<file path="config.mk">
export PLATFORM = sky130hd
export DESIGN_NAME = inst_fetch_queue
export DESIGN_NICKNAME = d
export VERILOG_FILES = /design/src/rtl/inst_fetch_queue_pkg.sv /design/src/rtl/fetch_ring_buffer.sv /design/src/rtl/inst_fetch_queue.sv
export SDC_FILE = /design/constraint.sdc
export NUM_CORES = 1
export LEC_CHECK = 0
export BUFFER_PORTS_ARGS = -buffer_cell sky130_fd_sc_hd__clkbuf_2
export CAP_MARGIN = 40
export CORE_ASPECT_RATIO = 1.5
export CORE_UTILIZATION = 30
export DETAILED_ROUTE_END_ITERATION = 10
export REMOVE_ABC_BUFFERS = 1
export SETUP_SLACK_MARGIN = 0.3
export SLEW_MARGIN = 10
export SYNTH_ARGS = -nofsm -noshare
export SYNTH_HDL_FRONTEND = slang
export SYNTH_SLANG_ARGS = --single-unit
</file>
<file path="constraint.sdc">
create_clock -name clk_in -period 3.1 [get_ports clk_in]
set_input_delay 0.62 -clock clk_in [delete_from_list [all_inputs] [get_ports clk_in]]
set_output_delay 0.62 -clock clk_in [all_outputs]
set_load 0.02 [all_outputs]
</file>
<file path="src/rtl/inst_fetch_queue_pkg.sv">
// Shared constants for the instruction fetch unit and its decoupling queue.
package inst_fetch_queue_pkg;

  localparam int unsigned XLEN_DEFAULT     = 32;
  localparam int unsigned INST_LEN         = 4;
  localparam logic [31:0] RESET_PC_DEFAULT = 32'h0;

endpackage

</file>
<file path="src/rtl/fetch_ring_buffer.sv">
// Power-of-two ring buffer holding fetched (pc, inst) pairs; head is read combinationally.
module fetch_ring_buffer #(
  parameter int unsigned Width = 64,
  parameter int unsigned Depth = 4
) (
  input  logic             clk_in,
  input  logic             rst_in,
  input  logic             push,
  input  logic [Width-1:0] push_data,
  input  logic             pop,
  input  logic             flush,
  output logic             full,
  output logic             empty,
  output logic [Width-1:0] head_data
);

  localparam int unsigned   PtrW    = $clog2(Depth);
  localparam logic [PtrW-1:0] PtrOne  = PtrW'(1);
  localparam logic [PtrW:0]   CntOne  = (PtrW+1)'(1);
  localparam logic [PtrW:0]   CntFull = (PtrW+1)'(Depth);

  logic [Width-1:0] mem_q [Depth];
  logic [PtrW-1:0]  head_q, head_d, tail_q, tail_d;
  logic [PtrW:0]    count_q, count_d;

  always_comb begin
    head_d  = head_q;
    tail_d  = tail_q;
    count_d = count_q;
    if (flush) begin
      head_d  = tail_q;
      count_d = '0;
    end else begin
      if (push) tail_d = tail_q + PtrOne;
      if (pop)  head_d = head_q + PtrOne;
      if (push && !pop)      count_d = count_q + CntOne;
      else if (pop && !push) count_d = count_q - CntOne;
    end
  end

  always_ff @(posedge clk_in or posedge rst_in) begin
    if (rst_in) begin
      head_q  <= '0;
      tail_q  <= '0;
      count_q <= '0;
    end else begin
      head_q  <= head_d;
      tail_q  <= tail_d;
      count_q <= count_d;
    end
  end

  // Storage needs no reset: the head is masked to zero while empty.
  always_ff @(posedge clk_in) begin
    if (push && !flush) mem_q[tail_q] <= push_data;
  end

  assign full      = (count_q == CntFull);
  assign empty     = (count_q == '0);
  assign head_data = empty ? '0 : mem_q[head_q];

endmodule

</file>
<file path="src/rtl/inst_fetch_queue.sv">
// Instruction fetch unit: owns the PC, keeps one fetch in flight and buffers responses
// for the decoder, discarding responses made stale by ROB or decoder redirects.
module inst_fetch_queue
  import inst_fetch_queue_pkg::*;
#(
  parameter int unsigned     XLEN        = XLEN_DEFAULT,
  parameter int unsigned     QUEUE_DEPTH = 4,
  parameter logic [XLEN-1:0] RESET_PC    = XLEN'(RESET_PC_DEFAULT)
) (
  input  logic            clk_in,
  input  logic            rst_in,
  input  logic            rdy_in,
  input  logic            _clear,
  input  logic            _br_rob,
  input  logic [XLEN-1:0] _rob_new_pc,
  input  logic            _br_dc,
  input  logic [XLEN-1:0] _dc_new_pc,
  output logic            _mem_req,
  output logic [XLEN-1:0] _mem_pc,
  input  logic [XLEN-1:0] _inst_in,
  input  logic            _inst_ready_in,
  input  logic            _stall,
  output logic            _inst_ready_out,
  output logic [XLEN-1:0] _pc,
  output logic [XLEN-1:0] _inst_out
);

  logic [XLEN-1:0]   fetch_pc_q, fetch_pc_d;
  logic [XLEN-1:0]   req_pc_q, req_pc_d;
  logic              outstanding_q, outstanding_d;
  logic              drop_q, drop_d;

  logic              redir, issue, resp, push, pop, full, empty;
  logic [XLEN-1:0]   target;
  logic [2*XLEN-1:0] head_data;

  assign redir  = _br_rob | _clear | _br_dc;
  assign target = (_br_rob | _clear) ? _rob_new_pc : _dc_new_pc;
  assign issue  = rdy_in & !rst_in & !redir & !outstanding_q & !full;
  // Strobes without a request in flight are protocol errors and are ignored.
  assign resp   = rdy_in & _inst_ready_in & outstanding_q;
  assign push   = resp & !drop_q & !redir;
  assign pop    = _inst_ready_out & !_stall & rdy_in;

  always_comb begin
    fetch_pc_d    = fetch_pc_q;
    req_pc_d      = req_pc_q;
    outstanding_d = outstanding_q;
    drop_d        = drop_q;
    if (rdy_in) begin
      if (redir) begin
        fetch_pc_d = target;
      end else if (issue) begin
        fetch_pc_d = fetch_pc_q + XLEN'(INST_LEN);
        req_pc_d   = fetch_pc_q;
      end
      if (issue) begin
        outstanding_d = 1'b1;
      end else if (resp) begin
        outstanding_d = 1'b0;
      end
      if (resp) begin
        drop_d = 1'b0;
      end else if (redir && outstanding_q) begin
        drop_d = 1'b1;
      end
    end
  end

  always_ff @(posedge clk_in or posedge rst_in) begin
    if (rst_in) begin
      fetch_pc_q    <= RESET_PC;
      req_pc_q      <= '0;
      outstanding_q <= 1'b0;
      drop_q        <= 1'b0;
    end else begin
      fetch_pc_q    <= fetch_pc_d;
      req_pc_q      <= req_pc_d;
      outstanding_q <= outstanding_d;
      drop_q        <= drop_d;
    end
  end

  fetch_ring_buffer #(
    .Width (2 * XLEN),
    .Depth (QUEUE_DEPTH)
  ) u_ring (
    .clk_in    (clk_in),
    .rst_in    (rst_in),
    .push      (push),
    .push_data ({req_pc_q, _inst_in}),
    .pop       (pop),
    .flush     (rdy_in & redir),
    .full      (full),
    .empty     (empty),
    .head_data (head_data)
  );

  assign _mem_req        = issue;
  assign _mem_pc         = fetch_pc_q;
  assign _inst_ready_out = !empty & !redir;
  assign _pc             = head_data[2*XLEN-1:XLEN];
  assign _inst_out       = head_data[XLEN-1:0];

  no_orphan_response : assert property (
    @(posedge clk_in) disable iff (rst_in) (rdy_in && _inst_ready_in) |-> outstanding_q
  );

endmodule
</file>
* Word level (Yosys, flattened, before mapping)
Memory sizes are Yosys's and may differ from the RTL's.
Cells that the tools add are included.
** Word-level totals
- Flip-flop bits (word level) :: 73
- Memory bits (writable) :: 256
- Output and inout bits :: 98
- Memories :: 1
** Memory list
- u_ring.mem_q :: depth 4, bits a word 64, rd ports 1, clocked after memory_dff 0, wr ports 1, RTL line fetch_ring_buffer.sv:22 : logic [Width-1:0] mem_q [Depth];
** Cells by class
- Add/sub/neg operators :: 5
- Eq/ne operators :: 1
- Multiplexer cells :: 15
- Bitwise gates (word level) :: 16
- Reduce and logical (&&, ||, !) cells :: 25
** Operator list (number)
- two-way mux 32 bit :: 3
- two-way mux 64 bit :: 1
- adder 32 x 3 -> 32 bit, second input constant :: 1
- AND 1 bit :: 12
- logical NOT 1 bit :: 10
- two-way mux 3 bit :: 3
- AND reduction 2 bit :: 4
- nonzero test 2 bit :: 4
- two-way mux 1 bit :: 6
- adder 2 x 1 -> 2 bit, second input constant :: 2
- logical AND 1 bit :: 4
- two-way mux 2 bit :: 2
- adder 3 x 1 -> 3 bit, second input constant :: 1
- equality test 3 bit, second input constant :: 1
- logical NOT 3 bit :: 1
- AND reduction 3 bit :: 1
- nonzero test 3 bit :: 1
- subtractor 3 x 1 -> 3 bit, second input constant :: 1
- NOT 1 bit :: 2
- OR 1 bit :: 2

* Longest topological paths before layout
- Depth after elaboration :: 10
- Mapped depth :: 11
- Depth with buffers taken out :: 10

* Modules after synthesis
From an unflattened synthesis, not the netlist that was laid out.
** Unflattened totals
- Cell total of the unflattened synthesis :: 929
- Area, all modules :: 13933.4 um^2
** Modules (own cells, without submodules)
- fetch_ring_buffer :: times used 1, cells each 451, area an instance 10094.7 um^2, sequential area each 7862.5 um^2
- inst_fetch_queue :: times used 1, cells each 478, area an instance 3838.7 um^2, sequential area each 1651.6 um^2

* Worst setup path after synthesis
No wires, ideal clock.
- Kind :: input to register
- Start point :: input port _clear
- End point :: memory u_ring.mem_q[0][0] (enable)
- Arrival :: 3183 ps
- Slack :: -512 ps
- Cell stages on the path :: 4
- Path through :: or3_1 clkbuf_1 nor3_1 and2_1
** Between the ends
- Word-level cells in the longest chain between the ends :: 7
- Elaborated cells between the ends (all ways) :: 9
- Classes of those cells :: mux: 2; bitwise: 4; reduce/logical: 3
** Ends and longest elaborated chain
- start, declared :: RTL line inst_fetch_queue.sv:13 : input logic _clear,
- OR 1 bit (*) (2 in series) :: RTL line inst_fetch_queue.sv:37 : assign redir = _br_rob | _clear | _br_dc;
- logical NOT 1 bit / AND 1 bit (equally long branches) :: RTL line inst_fetch_queue.sv:42, inst_fetch_queue.sv:93
- AND 1 bit / logical NOT 1 bit (equally long branches) :: RTL line inst_fetch_queue.sv:42, fetch_ring_buffer.sv:55
- logical AND 1 bit (*) :: RTL line fetch_ring_buffer.sv:55 : if (push && !flush) mem_q[tail_q] <= push_data;
- two-way mux 1 bit (*) :: RTL line fetch_ring_buffer.sv:55
- two-way mux 1 bit (not written as such) (*) :: RTL line fetch_ring_buffer.sv:55
- end, declared :: RTL line fetch_ring_buffer.sv:22
Every way passes the cells marked *; elsewhere a longest branch is shown, timed or not.

* Final worst setup path
- Start point :: register u_ring.head_q[0]
- End point :: output port _pc[23]
** Between the ends
- Word-level cells in the longest chain between the ends :: 2
** Ends and longest elaborated chain
- start, declared :: RTL line fetch_ring_buffer.sv:23 : logic [PtrW-1:0] head_q, head_d, tail_q, tail_d;
- start signal, assigned :: RTL line fetch_ring_buffer.sv:43 : head_q <= '0;
- start signal, assigned :: RTL line fetch_ring_buffer.sv:47 : head_q <= head_d;
- memory (4 x 64 bit)
- two-way mux 64 bit :: RTL line fetch_ring_buffer.sv:60 : assign head_data = empty ? '0 : mem_q[head_q];
- end, declared :: RTL line inst_fetch_queue.sv:24 : output logic [XLEN-1:0] _pc,
No other way between the ends.

==> summary.md <==
| Metric | Value |
|---|---|
| Status | `completed` |
| Initial antenna violation count | `0` |
| I/O Pins | `202` |
| Die width | `about 180 um` |
| Total congestion overflow | `0` |
| CP max stage delay | `~540 ps` |
| CTS Root Cell | `clkbuf_16` |
| Hold Crit Class | `input port to asynchronous set/reset pin` |
| Crit-path leading delay family | `flip-flops` |
| Final worst path period share | `0.9212` |
| Crit path top cell by count | `buf_6` |
| Mapped Area | `about 0.014 mm2` |
| Worst-Skew Late Latency | `roughly 570 ps` |
| Cells after synthesis | `slightly above 900` |
| Seq cells post-synth | `329` |
| Post-route setup slack | `~240 ps` |
| Most frequent cell after synthesis | `edfxtp_1` |
| Initial DRC Count | `roughly 530` |
| Port Buffers | `201` |
| Crit start category | `flip-flop` |
| DRT Pass-1 Iters | `5` |
| Max Freq | `around 350 MHz` |
| DRC | `0` |
| Finished Layout Cells | `between 1,500 and 2,000` |
| Number of H-tree levels | `1` |
| Num rows | `96` |
| Peak VDD IR | `approximately 480 uV` |
| Synth top area share | `0.5557` |
| Gpl congestion | `about 0.85` |
| WS Path Type | `flip-flop to output port` |
| Post-synth cell types | `between 50 and 60` |
| Clk sinks | `329` |
| Worst path cell trace | `buf_6 -> buf_12 -> mux4_2 -> nor2b_4 -> buf_6` |
| Starting density of the core | `0.3031` |
| TritonCTS Buffers | `31` |
| Antenna fix cells | `0` |
| Seq/Total Area, Yosys | `0.6878` |
| Core area | `0.04564 mm2` |
| Via density | `around 4.9` |
| CTS tree | `yes` |
| Synth top area cells | `edfxtp_1 56%, dfrtp_1 13%, mux4_2 10%` |
| GRT Overall Usage | `0.1500` |
| Routed WL per cell | `around 20 um` |
| RSZ-0062 raised after global routing | `yes` |
| Ratio of cells with drive above 1 in the final layout | `0.3441` |
| Static Leak | `about 6.7 nW` |
| Worst path arrival time | `roughly 2200 ps` |
| Critical path fanouts, max | `8` |
| Most used flip-flop cell after synthesis | `edfxtp_1` |
| Largest net degree at the start of global routing | `between 40 and 50` |
| Final wirelength | `between 30 and 40 mm` |
| CTS clk-pin slew, worst paths | `roughly 60 ps` |
| DIE HEIGHT | `about 260 um` |
| Die Footprint | `0.04699 mm2` |
| Worst Skew | `between 10 and 15 ps` |
| Detail Route Antenna Nets | `0` |
| Hold-fix buffers at CTS | `0` |
| Final Net Count | `1,264` |
| Worst-margin pin slew | `about 600 ps` |
| Buf/Inv on CP | `3` |
| Post-DP HPWL | `22.61 mm` |
| Clk buf depth | `3` |
| Slew Limit Fails | `0` |
| Fraction of registers with async set/reset | `0.2219` |
| Hold Fails Final Rpt | `0` |
| Ys Warns | `0` |
| Vias | `~8,600` |
| Post-synth EDFFs | `roughly 260` |
| Worst setup EP type | `output port` |
| Top cells by count, synth | `256 x edfxtp_1, 134 x nand2_1, 73 x dfrtp_1` |
| Syn_area_per_cell | `roughly 15 um2` |
| Final-report setup violation count | `0` |
| Critical Path RT | `2480 ps` |
| Slew headroom | `0.5891` |
| Pwr/cell area | `between 600 and 700 mW/mm2` |
| Area delta synth->final | `25.77%` |
| Crit-path slowest cell | `dfrtp_4` |
| Worst slack, placed | `357.2 ps` |
| Placed Instances | `1,690` |
| Vias in the first global route | `8,746` |
| Maxcap violations | `0` |
| Fin crit period | `around 2900 ps` |
| Top cell type by total area after synthesis | `edfxtp_1` |
| First-pass GRT wire length | `approximately 53 mm` |
-- power breakdown --
part | switching, mW | total [mW] | internal (mW) | leakage, nW
Clock | 1.62 | 3.94 | 2.31 | 0.511
Sequential | 0.327 | 5.36 | 5.03 | 3.22
Combinational | 0.610 | 1.23 | 0.624 | 2.97
-- worst paths after layout --
check / cells after the start / slack, ps / from / endpoint
hold reg to reg: 0 / 520 / req_pc_q[8]$_DFFE_PP0P_ / u_ring.mem_q[3][40]$_DFFE_PP_
min in group clk_in: 1 / 270 / _inst_in[10] / u_ring.mem_q[2][10]$_DFFE_PP_
setup / recovery: 5 / 240 / u_ring.head_q[0]$_DFFE_PP0P_ / _pc[23]
setup reg to reg: 7 / 730 / _mem_pc[2]$_DFFE_PP0P_ / _mem_pc[28]$_DFFE_PP0P_
max in group asynchronous: 3 / 2260 / rst_in / req_pc_q[25]$_DFFE_PP0P_
hold / removal: 2 / 90 / rst_in / u_ring.count_q[2]$_DFFE_PP0P_
-- cell usage in the layout, fill, tap and decap left out, drive strengths merged, types with 7 or more instances in the layout --
cell type    n
edfxtp     256
clkbuf     219
nand2      134
buf         82
dfrtp       73
nor2b       66
mux4        64
o21ai       45
nor2        34
nand3       26
a21oi       24
and3        13
nand4       11
inv         11
a31oi        9
nor3         8
a221oi       7
clkinv       7
nor4         7
-- what timing repair did --
| action | CTS | global route |
|---|---|---|
| setup buffers | 11 | 1 |
| gates resized for setup | 45 | 63 |
| cloned | 5 | 1 |
| endpoints found under the setup margin | 65 | 64 |
| pin swaps | 1 | 1 |
-- registers in the layout (all words and copies together), names as in the netlist --
register / flops
_mem_pc: 32
drop_q: 1
outstanding_q: 1
req_pc_q: 32
u_ring.count_q: 3
u_ring.head_q: 2
u_ring.mem_q: 256
u_ring.tail_q: 2
-- metrics by stage --
| step | cell area (um2) | utilization | power [mW] | hold WS [ps] | setup TNS, ps |
|---|---|---|---|---|---|
| floorplan | 13540 | - | 6.036 | 475.8 | -334780 |
| global placement | 15760 | 0.3453 | 6.513 | 488.3 | 0 |
| detailed placement | 15760 | 0.3453 | 6.541 | 509.9 | 0 |
| CTS | 17230 | 0.3775 | 10.60 | 83.06 | 0 |
| global route | 17400 | 0.3812 | 10.90 | 135.8 | 0 |
| finish | 17400 | 0.3812 | 10.53 | 92.55 | 0 |
-- layout make-up --
class,instances,area [um2]
clock buffers,45,888.4
clock inverters,12,166.4
fillers,4358,28250
inverters,12,47.55
multi-input cells,522,4138
flip-flops and latches,329,9523
well taps,588,735.7
repair buffers,257,1899
-- logic make-up after synthesis --
family / Yosys count / share of synthesized area
DFF: 329 / 0.6878
and+or+nand+nor: 323 / 0.1162
AOI/OAI and AO/OA: 116 / 0.05246
muxes: 70 / 0.1085
adders and majority gates: 7 / 0.006874
buffers and inverters: 72 / 0.02433
xor gates and xnor gates: 6 / 0.003800
-- layer usage --
| metal | GRT usage | vias to the layer above | wire (um) |
|---|---|---|---|
| met3 | 0.02123 | 41 | 1753 |
| met2 | 0.2628 | 270 | 18040 |
| met5 | 0 | - | 0 |
| met4 | 0.03812 | 0 | 657 |
| met1 | 0.1929 | 4318 | 14740 |
| li1 | - | 3970 | - |
Note: power is estimated with default switching activity, not from simulation.
